==> config.mk <==
export PLATFORM = sky130hd
export DESIGN_NAME = serial_adder
export DESIGN_NICKNAME = d
export VERILOG_FILES = /design/src/rtl/serial_adder.sv
export SDC_FILE = /design/constraint.sdc
export NUM_CORES = 1
export LEC_CHECK = 0
export ABC_CLOCK_PERIOD_IN_PS = 3500
export CORE_MARGIN = 2
export CORE_UTILIZATION = 50
export DETAILED_ROUTE_END_ITERATION = 10
export GPL_TIMING_DRIVEN = 0
export PLACE_DENSITY = 0.76
export SETUP_SLACK_MARGIN = 0.05
export SLEW_MARGIN = 20
export SYNTH_ARGS = -nofsm -noshare
export SYNTH_HDL_FRONTEND = slang
export SYNTH_SLANG_ARGS = --single-unit
export TNS_END_PERCENT = 1
==> constraint.sdc <==
create_clock -name clk -period 3.5 [get_ports clk]
set_input_delay 0.525 -clock clk [delete_from_list [all_inputs] [get_ports clk]]
set_output_delay 0.525 -clock clk [all_outputs]
set_load 0.02 [all_outputs]
==> src/rtl/serial_adder.sv <==
// serial_adder: bit-serial WIDTH-bit adder built around a one-bit full-add cell.
// Operands are captured on an accepted start, processed LSB first one bit per
// clock, and the assembled sum is published together with the final carry.
//
// Ports:
//   clk    in   1      rising-edge clock
//   rst_n  in   1      asynchronous active-low reset
//   start  in   1      operation request, honoured in IDLE or DONE
//   a, b   in   WIDTH  operands, captured on the accepted start edge
//   sub    in   1      subtract select (only with SERIAL_ADD_SUB_EN)
//   busy   out  1      high while bits are being processed
//   done   out  1      one-cycle pulse, sum/cout valid
//   sum    out  WIDTH  result, held until the next accepted start completes
//   cout   out  1      final carry (add: overflow, sub: 1 = no borrow)
//
// Build option: define SERIAL_ADD_SUB_EN to add the sub port (a - b mod 2^WIDTH).
module serial_adder #(
   parameter int unsigned WIDTH = 8
) (
   input  logic             clk,
   input  logic             rst_n,
   input  logic             start,
   input  logic [WIDTH-1:0] a,
   input  logic [WIDTH-1:0] b,
`ifdef SERIAL_ADD_SUB_EN
   input  logic             sub,
`endif
   output logic             busy,
   output logic             done,
   output logic [WIDTH-1:0] sum,
   output logic             cout
);

   localparam int unsigned CNT_W = $clog2(WIDTH + 1);

   typedef enum logic [1:0] {
      ST_IDLE = 2'd0,
      ST_RUN  = 2'd1,
      ST_DONE = 2'd2
   } state_e;

   state_e             state_q, state_d;
   logic [WIDTH-1:0]   a_sr_q, b_sr_q, sum_sr_q;
   logic [WIDTH-1:0]   sum_q;
   logic [CNT_W-1:0]   cnt_q;
   logic               carry_q, cout_q;
   logic               busy_q, busy_d;
   logic               done_q, done_d;

   logic               sub_c;
   logic               accept_c;
   logic               last_c;
   logic               bit_c;
   logic               carry_nxt_c;
   logic [WIDTH-1:0]   b_load_c;

`ifdef SERIAL_ADD_SUB_EN
   assign sub_c = sub;
`else
   assign sub_c = 1'b0;
`endif

   // One-bit add cell on the current LSBs.
   assign bit_c       = a_sr_q[0] ^ b_sr_q[0] ^ carry_q;
   assign carry_nxt_c = (a_sr_q[0] & b_sr_q[0]) | (a_sr_q[0] & carry_q) | (b_sr_q[0] & carry_q);

   // Subtraction is a + ~b + 1: invert B at capture and seed carry with 1.
   assign b_load_c = sub_c ? ~b : b;
   assign accept_c = start && (state_q != ST_RUN);
   assign last_c   = (state_q == ST_RUN) && (cnt_q == CNT_W'(WIDTH - 1));

   // State register.
   always_ff @(posedge clk or negedge rst_n) begin
      if (!rst_n) begin
         state_q <= ST_IDLE;
      end else begin
         state_q <= state_d;
      end
   end

   // Next-state logic.
   always_comb begin
      state_d = state_q;
      case (state_q)
         ST_IDLE: if (start) state_d = ST_RUN;
         ST_RUN:  if (last_c) state_d = ST_DONE;
         ST_DONE: state_d = start ? ST_RUN : ST_IDLE;
         default: state_d = ST_IDLE;
      endcase
   end

   // Output decode from next state, registered below so busy/done are flops.
   always_comb begin
      busy_d = 1'b0;
      done_d = 1'b0;
      case (state_d)
         ST_RUN:  busy_d = 1'b1;
         ST_DONE: done_d = 1'b1;
         default: ;
      endcase
   end

   // Handshake outputs.
   always_ff @(posedge clk or negedge rst_n) begin
      if (!rst_n) begin
         busy_q <= 1'b0;
         done_q <= 1'b0;
      end else begin
         busy_q <= busy_d;
         done_q <= done_d;
      end
   end

   // Serial datapath: operand shifters, carry flop, bit counter, sum assembly.
   always_ff @(posedge clk or negedge rst_n) begin
      if (!rst_n) begin
         a_sr_q   <= '0;
         b_sr_q   <= '0;
         sum_sr_q <= '0;
         carry_q  <= 1'b0;
         cnt_q    <= '0;
         sum_q    <= '0;
         cout_q   <= 1'b0;
      end else if (accept_c) begin
         a_sr_q  <= a;
         b_sr_q  <= b_load_c;
         carry_q <= sub_c;
         cnt_q   <= '0;
      end else if (state_q == ST_RUN) begin
         a_sr_q   <= a_sr_q >> 1;
         b_sr_q   <= b_sr_q >> 1;
         sum_sr_q <= {bit_c, sum_sr_q[WIDTH-1:1]};
         carry_q  <= carry_nxt_c;
         cnt_q    <= cnt_q + CNT_W'(1);
         // Publish only on the final bit so shifting never shows on sum.
         if (last_c) begin
            sum_q  <= {bit_c, sum_sr_q[WIDTH-1:1]};
            cout_q <= carry_nxt_c;
         end
      end
   end

   assign busy = busy_q;
   assign done = done_q;
   assign sum  = sum_q;
   assign cout = cout_q;

endmodule

==> results by group, run 1 <==
Power
  – Leakage: 0.987 nW
  – Sequential share of power: 0.453
  – Switch Pwr: 620 uW
  – Sw Ratio: 0.353
  – Clock power share: 0.179
  – Part of the power in combinational logic: 0.368
  – VDD IR max: 0.525 mV
  – Cell-internal power: 1.13 mW
  – P per Cell Area: 811 nW/um^2

Logic synthesis
  – Number of flops mapped to enable cells by yosys: 0
  – Post-synthesis simple-gate area fraction: 0.119
  – Gate Count Post-Synth: 154
  – Net Count, Synth: 175
  – Post-synthesis sequential area ratio: 0.598
  – Top-count cell post-synth: dfrtp_1
  – Adder-cell area share of the yosys netlist: 0.0190
  – Cell Area, Synth: 1720 sq um
  – Synth top area share: 0.598
  – Largest cells by area after synthesis: dfrtp_1 60%, mux2i_1 11%, nand2_1 7.9%, o21ai_0 6.7%, mux2_2 4.6%
  – Largest family of logic cells by synthesized area: multiplexers
  – Compound-cell area share of the yosys netlist: 0.0715
  – Ys flop type: dfrtp_1
  – Asr flop ratio synth: 1.00
  – Synth top cells by count: 41 x dfrtp_1, 36 x nand2_1, 23 x o21ai_0
  – Mux cell area share after synthesis: 0.151
  – Area leader, netlist: dfrtp_1
  – Synth Warn #: 0
  – Post-synthesis register bit count: 41
  – Post-Synth XOR/XNOR Area: 0.00511
  – Post-synthesis cell type count: 20
  – Syn_area_per_cell: 11.1 sq um

Critical path
  – Crit Path Class: reg2out
  – Worst path bufs/invs: 1
  – Worst path depth: 1
  – Worst endpoint required time: 2.97 ns
  – Worst path max stage delay: 0.61 ns
  – Critical Path Sink Type: primary output
  – CP delay by family, top: buffers and inverters
  – Critical path peak fanout: 2
  – Reg2reg path depth: 4
  – Crit-path slowest cell: clkdlybuf4s50_1
  – R2R Path Start: state_q[1]
  – Critical Path End: cout
  – Worst-path cell chain: clkdlybuf4s50_1
  – Worst R2R Setup Slack: 1.81 ns
  – WP data arrival: 1.31 ns
  – Reg2reg end: sum[0]
  – CP Launch Type: flip-flop
  – CP Launch Point: cout

Run
  – Max cap viols: 0

Timing
  – Setup TNS: 0 ns
  – Final Skew: 0.0152 ns
  – Final count of hold timing violations: 0
  – Max Slew Vio Count: 0
  – Hold Slack: 0.501 ns
  – Slew HR: 0.647
  – Worst Setup Slack, final: 1.66 ns
  – RSZ-0062 raised after global routing: no
  – Tcrit/Tclk final: 0.525
  – Slew @ Worst Pin: 0.528 ns
  – Max Clock Freq: 544 MHz
  – Final setup viols: 0
  – Crit path time final: 1.84 ns

CTS
  – H-tree depth: 2
  – Clk sink count: 41
  – TritonCTS clock tree: yes
  – Root buf cell: clkbuf_4
  – Total CTS buffers: 5
  – Post-CTS Resized: 0
  – CTS clk-pin slew, worst paths: 0.11 ns
  – Maximum root-to-sink buffer count: 2
  – Clock Latency Late Sink: 0.34 ns

Run status
  – Status: finished, final reports clean

Floorplanning
  – Core area: 3310 sq um
  – Die width: 62.6 um
  – Die area: 3920 sq um
  – Cell Rows: 21
  – Initial Util: 0.518
  – Io pins: 30
  – Die height: 62.6 um

Detailed routing
  – First drt pass iteration count: 4
  – Antenna viol nets, final: 0
  – WL per Instance: 12.9 um
  – Routed wire length: 3070 um
  – Vias post-DR: 1223
  – DRC Markers: 0
  – Via density: 5.14
  – Starting DRT DRC Count: 102

Place
  – Post-DP HPWL: 2200 um
  – Placed Cells incl. Taps: 229
  – Dpl ws: 1.83 ns
  – GPL Wtd Cong: 0.787
  – PortBufs: 28

GRT
  – GRT overflow: 0
  – First-pass GRT wire length: 5680 um
  – Pin count of the biggest net entering global routing: 34
  – Initial antenna violation count: 0
  – Number of global-route vias before repair: 1294
  – Total GRT Usage: 0.187

Finish
  – Area delta synth->final: 26.1%
  – ANT cells: 0
  – Layout cell share with drive strength beyond 1: 0.104
  – Post-Layout Cell Count: 238
  – Fin nets: 212

Hold path
  – Hold WC Path Type: reg2reg
-- cells in the final DEF (no fill, tap or decap), types with 2 or more instances in the layout --
cell type / instances
o21ai_0: 23
nand3_1: 4
dfrtp_1: 41
mux2i_1: 18
buf_2: 3
clkbuf_4: 5
nor2_1: 2
clkbuf_1: 6
nand2_1: 36
clkdlybuf4s50_1: 27
mux2_2: 7
inv_1: 6
-- metrics by stage --
stage	cell area, sq um	util	power [mW]
6_report	2160	0.653	1.75
5_1_grt	2160	0.653	1.90
4_1_cts	2150	0.650	1.77
3_5_place_dp	2070	0.625	1.45
3_3_place_gp	2050	0.620	1.42
2_1_floorplan	1720	-	1.19
-- flip-flops by register name (all words and copies together), names as in the netlist --
signal and cells:
cout 1, done 1, state_q 2, sum_sr_q 7
b_sr_q 8, sum 8, cnt_q 4, busy 1
carry_q 1, a_sr_q 8
-- power groups by stage --
stage / Clock (mW) / Combinational [mW] / Sequential [mW]
floorplan: 0 / 0.347 / 0.843
global placement: 0 / 0.629 / 0.791
detailed placement: 0 / 0.649 / 0.805
CTS: 0.322 / 0.654 / 0.795
global route: 0.353 / 0.726 / 0.822
finish: 0.314 / 0.645 / 0.795
-- timing repair --
action,in CTS,in global routing
endpoints found under the hold margin,0,8
hold buffers,0,1
setup buffers,0,0
-- worst min-delay path by stage --
stage                      startpoint          end  slack, ns  cells past startpoint
after global placement    sum_sr_q[1]  sum_sr_q[1]       0.46                      2
after CTS                       rst_n     cnt_q[2]      0.005                      1
final                     sum_sr_q[1]  sum_sr_q[1]       0.50                      2
after detailed placement        rst_n    a_sr_q[5]       0.39                      1
after floorplan                 rst_n    a_sr_q[0]       0.23                      0
after global routing        a_sr_q[4]    a_sr_q[3]       0.53                      2
-- cell type report --
| type | count | area (sq um) |
|---|---|---|
| Fill cell | 283 | 1150 |
| Sequential cell | 41 | 1030 |
| Multi-Input combinational cell | 99 | 627 |
| Timing Repair Buffer | 30 | 305 |
| Tap cell | 46 | 57.6 |
| Clock buffer | 7 | 55.1 |
| Buffer | 8 | 40.0 |
| Clock inverter | 1 | 30.0 |
| Inverter | 6 | 22.5 |
-- metal layers --
metal	vias up	GRT usage	wire, um
met2	19	0.313	1580
li1	590	-	-
met1	612	0.227	1370
met4	0	0.0667	31
met3	2	0.0595	81
met5	-	0	0
-- kinds of logic (layout without fill, tap and decap cells) --
logic type	count (synthesis)	count (layout)
multiplexers	25	25
flip-flops	41	41
buffers and inverters	14	52
adder cells (fa/ha/maj)	2	2
AO/OA/AOI/OAI	24	24
XOR/XNOR	1	1
AND/OR/NAND/NOR	47	47
No activity file was read; power rests on OpenSTA's default activity.
==> inputs of run 2 (changes only) <==
- ABC_CLOCK_PERIOD_IN_PS: 3500 -> 1700
- clock period: 3.5 -> 1.7 ns (I/O delays scaled with it)
==> run 2 against run 1 <==
  * Worst hold slack lost 0.22 ns
  * Global-route usage is 0.27 points higher
  * Critical endpoint is now sum[5]
  * Sequential share of layout area is 0.65 points lower
==> results by group, run 2 (synthesized netlist as in run 1, its figures left out) <==
Run status
  – Status: finished, final reports clean

CTS
  – Total CTS buffers: 5 (unchanged)
  – H-tree depth: 2 (unchanged)
  – Maximum root-to-sink buffer count: 2 (unchanged)
  – CTS clk-pin slew, worst paths: 0.12 ns (about the same)
  – TritonCTS clock tree: yes
  – Root buf cell: clkbuf_4
  – Clk sink count: 41 (unchanged)
  – Clock Latency Late Sink: 0.35 ns (about the same)

Detailed routing
  – First drt pass iteration count: 4 (unchanged)
  – Routed wire length: 3130 um (+2.0%)
  – Vias post-DR: 1225 (+0.16%)
  – WL per Instance: 13.0 um (+1.1%)
  – Antenna viol nets, final: 0 (unchanged)
  – Via density: 5.10 (-0.67%)
  – Starting DRT DRC Count: 91 (-11%)
  – DRC Markers: 0 (unchanged)

Power
  – Leakage: 1.02 nW (+3.1%)
  – P per Cell Area: 1660 nW/um^2 (+100%)
  – VDD IR max: 1.09 mV (+110%)
  – Overall power: 3.64 mW (+110%)

Timing
  – RSZ-0062 raised after global routing: yes
  – Max Slew Vio Count: 0 (unchanged)
  – Tcrit/Tclk final: 0.927
  – Final count of hold timing violations: 0 (unchanged)
  – Slew @ Worst Pin: 0.458 ns (-0.0707 ns)
  – Slew HR: 0.695 (+0.0483)
  – Crit path time final: 1.58 ns
  – Final Skew: 0.0178 ns (+0.00263 ns)
  – Final setup viols: 0 (unchanged)
  – Hold Slack: 0.279 ns (-0.222 ns)
  – Max Clock Freq: 634 MHz

Run
  – Max cap viols: 0 (unchanged)

Place
  – GPL Wtd Cong: 0.787 (unchanged)
  – PortBufs: 28 (unchanged)
  – Post-DP HPWL: 2200 um (unchanged)
  – Area post-placement: 2070 sq um (unchanged)

Finish
  – Fin area: 2190 sq um (+1.4%)
  – Sequential Area: 1030 sq um (unchanged)
  – Layout cell share with drive strength beyond 1: 0.113 (+0.00924)
  – Fill cell count: 281 (-0.71%)
  – Area delta synth->final: 27.9%
  – ANT cells: 0 (unchanged)
  – Multi-input logic area: 627 sq um (unchanged)
  – Commonest cells after routing, fill and taps aside: 41 x dfrtp_1, 36 x nand2_1, 26 x clkdlybuf4s50_1
  – Most common cell after layout, fill and taps aside: dfrtp_1
  – Fin nets: 214 (+0.94%)

Floorplanning
  – Initial Util: 0.518 (unchanged)
  – Cell Rows: 21 (unchanged)
  – Die height: 62.6 um (unchanged)
  – Io pins: 30 (unchanged)
  – Die area: 3920 sq um (unchanged)
  – Core area: 3310 sq um (unchanged)
  – Die width: 62.6 um (unchanged)

Critical path
  – CP Launch Type: flip-flop
  – Worst path max stage delay: 0.60 ns (about the same)
  – Worst endpoint required time: 1.44 ns (-1.53 ns)
  – Worst-path cell chain: clkdlybuf4s50_1
  – Crit-path slowest cell: clkdlybuf4s50_1
  – Worst path bufs/invs: 1 (unchanged)
  – WP data arrival: 1.32 ns (about the same)
  – CP delay by family, top: buffers and inverters
  – Critical Path Sink Type: primary output
  – Critical path peak fanout: 2 (unchanged)
  – Crit Path Class: reg2out

GRT
  – First-pass GRT wire length: 5760 um (+1.5%)
  – GRT overflow: 0 (unchanged)
  – Number of global-route vias before repair: 1321 (+2.1%)
  – Initial antenna violation count: 0 (unchanged)
  – Total GRT Usage: 0.189 (+0.00275)
  – Pin count of the biggest net entering global routing: 34 (unchanged)

Hold path
  – Hold WC Path Type: in2async
[run 2: cell types whose count changed in the layout (fill, tap and decap cells not counted)]
cell / before / now
buf_12: 1 / 2
buf_4: 0 / 1
clkdlybuf4s50_1: 27 / 26
dlymetal6s2s_1: 0 / 1
[run 2: repair_timing]
item,CTS,global route
resized for setup,0,1
hold buffers,1,0
endpoints found under the setup margin,7,3
endpoints found under the hold margin,8,0
pin swaps,1,0
setup buffers,2,0
[run 2: cell type report]
class | count | area share
plain buffers | 8 | 0.0183
clock inverters | 1 | 0.0137
flip-flops and latches | 41 | 0.468
inverters | 6 | 0.0103
repair buffers | 32 | 0.153
well taps | 46 | 0.0262
clock buffers | 7 | 0.0251
multi-input cells | 99 | 0.286
[run 2: stage by stage]
step | utilization | setup slack [ns] | instances | TNS [ns]
after global routing | 0.663 | 0.0398 | 240 | 0
after detailed placement | 0.625 | 0.0336 | 229 | 0
after floorplan | - | 0.216 | 154 | 0
final | 0.663 | 0.123 | 240 | 0
after global placement | 0.620 | -0.539 | 228 | -22.00
after CTS | 0.662 | 0.101 | 240 | 0
[run 2: worst reg2reg max path: stages (launching register included)]
cell and delay (ns):
dfrtp_1 0.41, ha_1 0.18, nand2_1 0.13, nor3_4 0.23, buf_12 0.15, mux2_2 0.34
[run 2: final timing paths]
path	endpoint	from	slack, ns	cells after the start
min	cnt_q[2]	rst_n	0.28	2
max	sum[5]	sum[5]	0.12	1
min in group clk	a_sr_q[3]	start	0.34	3
min reg2reg	sum_sr_q[5]	sum_sr_q[6]	0.50	2
max in group asynchronous	a_sr_q[0]	rst_n	0.98	3
max reg2reg	sum[3]	cnt_q[0]	0.15	5
[run 2: power breakdown]
group	switching [mW]	leakage [nW]	internal, mW	total [mW]
logic	0.734	0.458	0.616	1.35
registers	0.251	0.514	1.38	1.63
clock network	0.300	0.0455	0.351	0.651
[run 2: metal layers]
layer,track usage,share of wire
met1,0.227,0.45
met2,0.323,0.49
met3,0.0595,0.036
met4,0.0667,0.017
met5,0,0
